[config.mk]
export PLATFORM = sky130hd
export DESIGN_NAME = uop_cache_ctrl
export DESIGN_NICKNAME = d
export VERILOG_FILES = /design/src/rtl/uop_cache_ctrl.sv
export SDC_FILE = /design/constraint.sdc
export NUM_CORES = 1
export LEC_CHECK = 0
export BUFFER_PORTS_ARGS = -buffer_cell sky130_fd_sc_hd__clkbuf_2
export CORE_MARGIN = 3
export CORE_UTILIZATION = 52
export CTS_CLUSTER_DIAMETER = 80
export DETAILED_ROUTE_END_ITERATION = 6
export PLACE_DENSITY = 0.86
export SYNTH_ARGS = -nofsm -noshare
export SYNTH_HDL_FRONTEND = slang
export SYNTH_SLANG_ARGS = --single-unit
[constraint.sdc]
create_clock -name clk -period 3.32 [get_ports clk]
set_input_delay 0.664 -clock clk [delete_from_list [all_inputs] [get_ports clk]]
set_output_delay 0.664 -clock clk [all_outputs]
set_load 0.005 [all_outputs]
[src/rtl/uop_cache_ctrl.sv]
// uop_cache_ctrl: captures a loop body of micro-ops into the cache block RAM, then
// replays it a programmed number of times through a 2-entry output buffer that
// hides the cache's 1-cycle read latency.
module uop_cache_ctrl #(
  parameter int unsigned DEPTH_LOG2 = 6,
  parameter int unsigned DATA_W     = 32,
  parameter int unsigned ITER_W     = 8
) (
  input  logic                  clk,
  input  logic                  reset,
  input  logic                  start,
  input  logic [DEPTH_LOG2:0]   loop_len,
  input  logic [ITER_W-1:0]     iterations,
  input  logic                  abort,
  input  logic                  in_valid,
  output logic                  in_ready,
  input  logic [DATA_W-1:0]     in_uop,
  output logic                  out_valid,
  input  logic                  out_ready,
  output logic [DATA_W-1:0]     out_uop,
  output logic                  busy,
  output logic                  done,
  output logic                  err,
  output logic                  cache_wr_en,
  output logic [DEPTH_LOG2-1:0] cache_wr_addr,
  output logic [DATA_W-1:0]     cache_wr_data,
  output logic                  cache_rd_en,
  output logic [DEPTH_LOG2-1:0] cache_rd_addr,
  input  logic [DATA_W-1:0]     cache_rd_data
);

  typedef enum logic [1:0] {StIdle, StFill, StReplay, StDrain} state_e;

  localparam logic [DEPTH_LOG2:0] MaxLen = {1'b1, {DEPTH_LOG2{1'b0}}};

  state_e                  state_q;
  logic [DEPTH_LOG2:0]     len_q;
  logic [ITER_W-1:0]       iter_q;
  logic [DEPTH_LOG2-1:0]   fill_ptr_q;
  logic [DEPTH_LOG2-1:0]   rd_ptr_q;
  logic [ITER_W-1:0]       iter_cnt_q;
  logic [DATA_W-1:0]       obuf_q [2];
  logic                    head_q;
  logic [1:0]              occ_q;
  logic                    inflight_q;
  logic                    done_q;
  logic                    err_q;

  logic                    fill_hs;
  logic                    pop;
  logic [2:0]              slots_used;
  logic                    rd_issue;
  logic                    fill_last;
  logic                    rd_body_end;
  logic                    rd_last;
  logic                    start_ok;
  logic                    wr_idx;
  logic                    drain_done;

  // Handshakes, read-issue throttle and end-of-body detection
  always_comb begin
    fill_hs     = (state_q == StFill) && in_valid;
    pop         = (occ_q != 2'd0) && out_ready;
    // Entries held or on their way once this cycle's pop is accounted for
    slots_used  = {1'b0, occ_q} + {2'b00, inflight_q} - {2'b00, pop};
    rd_issue    = (state_q == StReplay) && (slots_used < 3'd2);
    fill_last   = ({1'b0, fill_ptr_q} == len_q - 1'b1);
    rd_body_end = ({1'b0, rd_ptr_q} == len_q - 1'b1);
    rd_last     = rd_body_end && (iter_cnt_q == iter_q - 1'b1);
    start_ok    = (loop_len != '0) && (loop_len <= MaxLen);
    wr_idx      = head_q ^ occ_q[0];
    drain_done  = pop && (occ_q == 2'd1) && !inflight_q;
  end

  assign in_ready      = (state_q == StFill);
  assign busy          = (state_q != StIdle);
  assign out_valid     = (occ_q != 2'd0);
  assign out_uop       = obuf_q[head_q];
  assign done          = done_q;
  assign err           = err_q;
  assign cache_wr_en   = fill_hs;
  assign cache_wr_addr = fill_ptr_q;
  assign cache_wr_data = in_uop;
  assign cache_rd_en   = rd_issue;
  assign cache_rd_addr = rd_ptr_q;

  // Sequencer state, pointers, output buffer and status pulses
  always_ff @(posedge clk) begin
    if (reset) begin
      state_q    <= StIdle;
      len_q      <= '0;
      iter_q     <= '0;
      fill_ptr_q <= '0;
      rd_ptr_q   <= '0;
      iter_cnt_q <= '0;
      for (int i = 0; i < 2; i++) obuf_q[i] <= '0;
      head_q     <= 1'b0;
      occ_q      <= 2'd0;
      inflight_q <= 1'b0;
      done_q     <= 1'b0;
      err_q      <= 1'b0;
    end else if (abort) begin
      // Flush; read data still in flight is dropped because inflight_q clears
      state_q    <= StIdle;
      head_q     <= 1'b0;
      occ_q      <= 2'd0;
      inflight_q <= 1'b0;
      done_q     <= 1'b0;
      err_q      <= 1'b0;
    end else begin
      done_q     <= 1'b0;
      err_q      <= 1'b0;
      inflight_q <= rd_issue;
      if (inflight_q) obuf_q[wr_idx] <= cache_rd_data;
      if (pop) head_q <= ~head_q;
      occ_q <= occ_q + {1'b0, inflight_q} - {1'b0, pop};

      case (state_q)
        StIdle: begin
          if (start) begin
            if (start_ok) begin
              len_q      <= loop_len;
              iter_q     <= iterations;
              fill_ptr_q <= '0;
              rd_ptr_q   <= '0;
              iter_cnt_q <= '0;
              state_q    <= StFill;
            end else begin
              err_q <= 1'b1;
            end
          end
        end
        StFill: begin
          if (fill_hs) begin
            fill_ptr_q <= fill_ptr_q + 1'b1;
            if (fill_last) begin
              if (iter_q == '0) begin
                state_q <= StIdle;
                done_q  <= 1'b1;
              end else begin
                state_q <= StReplay;
              end
            end
          end
        end
        StReplay: begin
          if (rd_issue) begin
            if (rd_body_end) begin
              rd_ptr_q   <= '0;
              iter_cnt_q <= iter_cnt_q + 1'b1;
            end else begin
              rd_ptr_q <= rd_ptr_q + 1'b1;
            end
            if (rd_last) state_q <= StDrain;
          end
        end
        StDrain: begin
          if (drain_done) begin
            state_q <= StIdle;
            done_q  <= 1'b1;
          end
        end
        default: state_q <= StIdle;
      endcase
    end
  end

endmodule

After elaboration in Yosys (flattened, before gate mapping)
Memories as Yosys holds them, arrays and structs flattened. A register that Yosys moved wholly into a read port is not among the register bits.
Index checks and enable logic that the tools add are counted.
W data, S select, Z words.
{ "totals": {"input_bits": 85, "memories": 1, "wordCells": 104, "rom_bits": 0, "ff_bits": 43, "mem_bits_rw": 64, "latchBits": 0} }
{ "classes": {"n_shift": 0, "add_sub_neg": 9, "div": 0, "n_reduce_logical": 23, "mul": 0, "bitwise_logic": 5, "n_mux": 38, "n_eq_ne": 15, "n_lt_le_gt_ge": 2} }
{ "memory_table": {"columns": ["name", "words", "word_bits", "read_ports", "rd_clocked_by_memory_dff", "wr", "line_no", "rtl"], "rows": [
  ["obuf_q", 2, 32, 1, 1, 2, "42", "logic [DATA_W-1:0] obuf_q [2];"]
]} }
{ "ops": {"columns": ["cell", "n"], "rows": [
  ["$mux W32", 1],
  ["$mux W8", 4],
  ["$reduce_or A32 Y1", 1],
  ["$mux W6", 5],
  ["$pmux W6 S2", 2],
  ["$mux W2", 8],
  ["$pmux W8 S2", 1],
  ["$mux W1", 15],
  ["$eq A6 B7 Y1", 2],
  ["$add A6 B1 Y6 const B", 2],
  ["$ne A2 B2 Y1 const B", 6],
  ["$reduce_and A5 Y1", 2],
  ["$add A8 B1 Y8 const B", 1],
  ["$eq A8 B8 Y1", 1],
  ["$logic_not A8 Y1", 1],
  ["$pmux W2 S4", 1],
  ["$reduce_bool A2 Y1", 4],
  ["$sub A8 B1 Y8 const B", 1],
  ["$le A7 B7 Y1 const B", 1],
  ["$logic_and A1 B1 Y1", 7],
  ["$reduce_and A7 Y1", 1],
  ["$reduce_bool A7 Y1", 1],
  ["$sub A7 B1 Y7 const B", 1],
  ["$reduce_and A6 Y1", 1],
  ["other kinds (16)", 22]
]} }

Logic depth before layout (Yosys ltp)
{ "depth": {"depth_word": 7, "ltp_mapped": 14, "mapped_depth_nobuf": 12} }

Worst setup path after synthesis
No wires, ideal clock.
{ "synth_timing": {"kind": "input-to-reg", "start": "input out_ready", "end": "register iter_cnt_q[7]", "path_stages": 11, "setup_ns": 0.130, "n_path_buf": 2, "arrival_time_ns": 2.957, "path_slack_ns": 0.233, "cell_sequence": "and2_1 -> ha_1 -> inv_1 -> ha_1 -> fa_1 -> o41ai_1 -> nand4b_1 -> buf_2 -> buf_4 -> o41ai_1 -> a21oi_1"} }
{ "synth_via": {"elab_chain_len": 6} }
{ "synth_lines": {"columns": ["element", "line_no", "rtl"], "rows": [
  ["start: declaration", "19", "input logic out_ready,"],
  ["$logic_and A1 B1 Y1", "63", "pop = (occ_q != 2'd0) && out_ready;"],
  ["$sub A3 B1 Y3", "65", "slots_used = {1'b0, occ_q} + {2'b00, inflight_q} - {2'b00, pop};"],
  ["net slots_used[1]", "51", "logic [2:0] slots_used;"],
  ["$lt A3 B2 Y1", "66", "rd_issue = (state_q == StReplay) && (slots_used < 3'd2);"],
  ["$logic_and A1 B1 Y1", "66", null],
  ["$ne A2 B2 Y1 (no line)", null, null],
  ["$reduce_and A6 Y1 (no line)", null, null],
  ["end signal: assignment", "150", "iter_cnt_q <= iter_cnt_q + 1'b1;"],
  ["end: declaration", "41", "logic [ITER_W-1:0] iter_cnt_q;"]
]} }
The timed path passes the listed nets, and every way through them passes these cells.
A chain may end at the register's enable or synchronous reset.

Worst setup path in the final report
{ "layout_timing": {"start": "register occ_q[0]", "end": "output cache_rd_en"} }
{ "layout_via": {"elab_chain_len": 5, "word_cells_on_any_way": 6} }
{ "layout_lines": {"columns": ["element", "line_no", "rtl"], "rows": [
  ["start: declaration", "44", "logic [1:0] occ_q;"],
  ["start signal: assignment", "116", "occ_q <= occ_q + {1'b0, inflight_q} - {1'b0, pop};"],
  ["$reduce_bool A2 Y1", "63", null],
  ["$logic_and A1 B1 Y1", "63", null],
  ["net pop", "50", "logic pop;"],
  ["$sub A3 B1 Y3", "65", null],
  ["net slots_used[1]", "51", null],
  ["$lt A3 B2 Y1", "66", null],
  ["$logic_and A1 B1 Y1", "66", null],
  ["end: declaration", "27", "output logic cache_rd_en,"]
]} }
The timed path passes the listed nets, and every way through them passes these cells.

==> reports/metrics.yaml <==
die:
  coreArea_sq_mm: 0.01042
  initial_core_util_pct: 53.85
  die-width_um: 109.9
  fp-row-count: 37
  ios: 168
  design.die.area_sq_mm: 0.01207
  chipHeight_um: 109.9
layout:
  drive_gt1_share_pct: 29.87
  final_core_util_pct: 60.55
  fill_cells: 846
  fin_nets: 695
  syn2layout_area_growth_pct: 12.45
  antenna_cells: 0
power:
  p_sw_mw: 0.6009
  p_sw_share_pct: 23.90
  powerDensity_mw_per_mm2: 398.6
  seq_power_share_pct: 58.7
  leakage_nw: 2.516
  pwr-share-clk_pct: 31.9
  p_int_mw: 1.913
  max-vdd-ir-drop_uv: 209.3
  pwr-share-comb_pct: 9.4
cts:
  cts_buffer_depth: 2
  cts_tree: "built"
  cts_hold_buffers: 0
  clk_pin_slew_ns: 0.10
  cts_buffers: 9
  clock_tree.root_cell: "clkbuf_8"
  clkLatencyLatePin_ns: 0.38
  cts.htree.levels: 3
  cts_sinks: 108
place:
  gp_congestion: 0.8674
  portBuffers: 103
  dp_hpwl_um: 8538
sta:
  finClkSkew_ns: 0.01556
  finalSetupViolations: 0
  finalCriticalPeriod_ns: 3.215
  fin_setup_tns_ns: 0
  tightest_slew_ns: 0.9564
  slew_headroom_pct: 35.94
  period_share_pct: 96.83
  hold_viol_final: 0
  rsz0062_at_grt: "no"
  fmax_mhz: 311.1
  drv_slew: 0
logic_synthesis:
  synth_flop_cell: "edfxtp_1"
  synth_edf_count: 64
  ys_ff_latch: 108
  yosysUniqueCellTypes: 51
  yosysSeqAreaShare_pct: 49.97
  synth_area_sq_mm: 0.005609
  synth_fp_nets: 625
  ys_warn_count: 0
  avgSynthCellArea_sq_um: 10.56
  syn_inst: 531
  synthArstFlopShare_pct: 0
drt:
  drt-total-wl_um: 11930
  wire_per_inst_um: 16.08
  vias: 4127
  via_per_inst: 5.562
  drc: 0
  first_iter_violations: 270
  final_antenna_net_count: 0
  firstDrtPassIters: 4
worst_setup_path:
  startpoint_type: "flip-flop"
  cp.arrival_ns: 2.55
  critPathMaxFanout: 4
  cp_slowest_cell: "fa_2"
  worst_setup_path_end_kind: "output port"
  path_delay_family: "adder cells"
  crit_chain: "or2_4 > and2_4 > ha_4 > inv_2 > ha_2 > fa_2 > buf_6 > nor4_4 > buf_2"
  critPathRequiredTime_ns: 2.66
  path_buf_inv: 3
  path_class: "flip-flop to output port"
  max_stage_delay_ns: 0.46
run:
  maxCapViolations: 0
global_routing:
  grt_pass1_wl_um: 19040
  grt_max_degree: 33
  gr-total-overflow: 0
  first_global_vias: 4028
  antenna_found_initial: 0
  grt_util_all_layers_pct: 20.13
hold_path:
  hold_path_class: "flip-flop to flip-flop"
outcome:
  status: "finished, final reports clean"
==> flip-flops by register name, indices dropped and copies added, names as in the netlist, named ones only <==
register / flops
iter_cnt_q: 8
occ_q: 2
err: 1
head_q: 1
state_q: 1
done: 1
iter_q: 8
len_q: 7
obuf_q: 64
cache_rd_addr: 6
inflight_q: 1
cache_wr_addr: 6
==> tightest hold or removal path: stages (launching register included) <==
cell	delay, ns
dfxtp_1	0.34
nand2_1	0.06
a21oi_1	0.05
==> timing repair <==
action	4_1_cts	5_1_grt
buffers inserted	0	2
resized for setup	5	7
pin swaps	1	3
setup endpoints to repair	1	5
==> per-stage QoR <==
stage               std cells  setup WS, ns  power, mW  hold WS (ns)  area [sq um]
global route              742      0.001599      2.614        0.5022          6307
detailed placement        724      0.007002      1.742        0.4707          6048
CTS                       740      0.008192      2.534        0.4896          6269
global placement          724       0.08074      1.731        0.4629          6048
finish                    742        0.1052      2.514        0.4896          6307
floorplan                 531        0.2331      1.675        0.4499          5609
==> power by group through the flow <==
stage	Sequential, mW	Combinational, mW	Clock (mW)
2_1_floorplan	1.50	0.179	0
3_3_place_gp	1.50	0.229	0
3_5_place_dp	1.51	0.236	0
4_1_cts	1.48	0.237	0.821
5_1_grt	1.48	0.264	0.870
6_report	1.48	0.236	0.803
==> synth_stat cells (2+ instances only) <==
library cell,count,area [sq um]
mux2_2,32,360.4
mux2i_1,3,30.03
xor2_1,13,113.9
o2111ai_1,5,43.79
a31oi_1,3,18.77
or4_1,8,60.06
nor4_1,4,25.02
o31a_1,3,26.28
xnor2_1,27,236.5
o31ai_1,2,15.01
and3_1,2,12.51
ha_1,8,100.1
o211ai_1,3,22.52
nand4_1,2,12.51
nor2_1,20,75.07
o21ai_0,5,25.02
nand2_1,50,187.7
or3_1,2,12.51
inv_1,17,63.81
a21oi_1,28,140.1
buf_4,33,247.7
buf_1,3,11.26
o41ai_1,5,43.79
clkbuf_1,15,56.30
dfxtp_1,44,880.8
or3b_2,2,17.52
and4b_1,2,20.02
edfxtp_1,64,1922
or2_2,5,31.28
nand2b_1,3,18.77
buf_2,7,35.03
and3b_1,2,17.52
nand3_1,4,20.02
nor3_1,18,90.09
and2_1,70,437.9
nand4b_1,2,17.52
==> kinds of logic after synthesis <==
group	after synthesis	synth area share, %
AOI/OAI and AO/OA	60	7.004
xor gates and xnor gates	41	6.670
adders and majority gates	9	2.142
buffers and inverters	76	7.584
DFF	108	49.97
muxes	35	6.960
and+or+nand+nor	202	19.67
==> layout by cell type (no fill, tap or decap), types with 3 or more instances in the layout <==
cell type  count
a21oi_1       28
a31oi_1        3
and2_1        69
buf_4         13
clkbuf_2     102
clkbuf_8       9
dfxtp_1       43
edfxtp_1      64
ha_1           6
inv_1         16
mux2_2        32
mux2i_1        3
nand2_1       50
nand2b_1       3
nand3_1        4
nor2_1        20
nor3_1        17
nor4_1         3
o2111ai_1      5
o211ai_1       3
o21ai_0        5
o31a_1         3
o41ai_1        5
or2_2          4
or4_1          8
xnor2_1       26
xor2_1        13
==> metal layers <==
| metal | vias up | track usage (%) | part of all wire, % |
|---|---|---|---|
| met1 | 1979 | 23.62 | 41 |
| li1 | 1962 | - | - |
| met2 | 146 | 35.27 | 49 |
| met4 | 0 | 7.391 | 2.8 |
| met3 | 40 | 5.285 | 7.2 |
| met5 | - | 0 | 0 |
==> path summary, 6_finish.rpt <==
path | to | slack (ns) | depth (start not counted) | start
max | cache_rd_en | 0.11 | 9 | occ_q[0]$_SDFF_PP0_
min reg2reg | len_q[6]$_SDFFE_PP0P_ | 0.49 | 2 | len_q[6]$_SDFFE_PP0P_
min | len_q[6]$_SDFFE_PP0P_ | 0.49 | 2 | len_q[6]$_SDFFE_PP0P_
max reg2reg | iter_cnt_q[3]$_SDFFE_PP0P_ | 0.24 | 8 | len_q[0]$_SDFFE_PP0P_
==> cell type report <==
| class | count | area [sq um] | area share (%) |
|---|---|---|---|
| repair buffers | 118 | 644.4 | 10.22 |
| clock inverters | 5 | 62.56 | 0.9919 |
| multi-input cells | 347 | 2431 | 38.54 |
| well taps | 136 | 170.2 | 2.698 |
| inverters | 17 | 63.81 | 1.012 |
| flip-flops and latches | 108 | 2804 | 44.46 |
| clock buffers | 11 | 131.4 | 2.083 |
No activity file was read; power rests on OpenSTA's default activity.
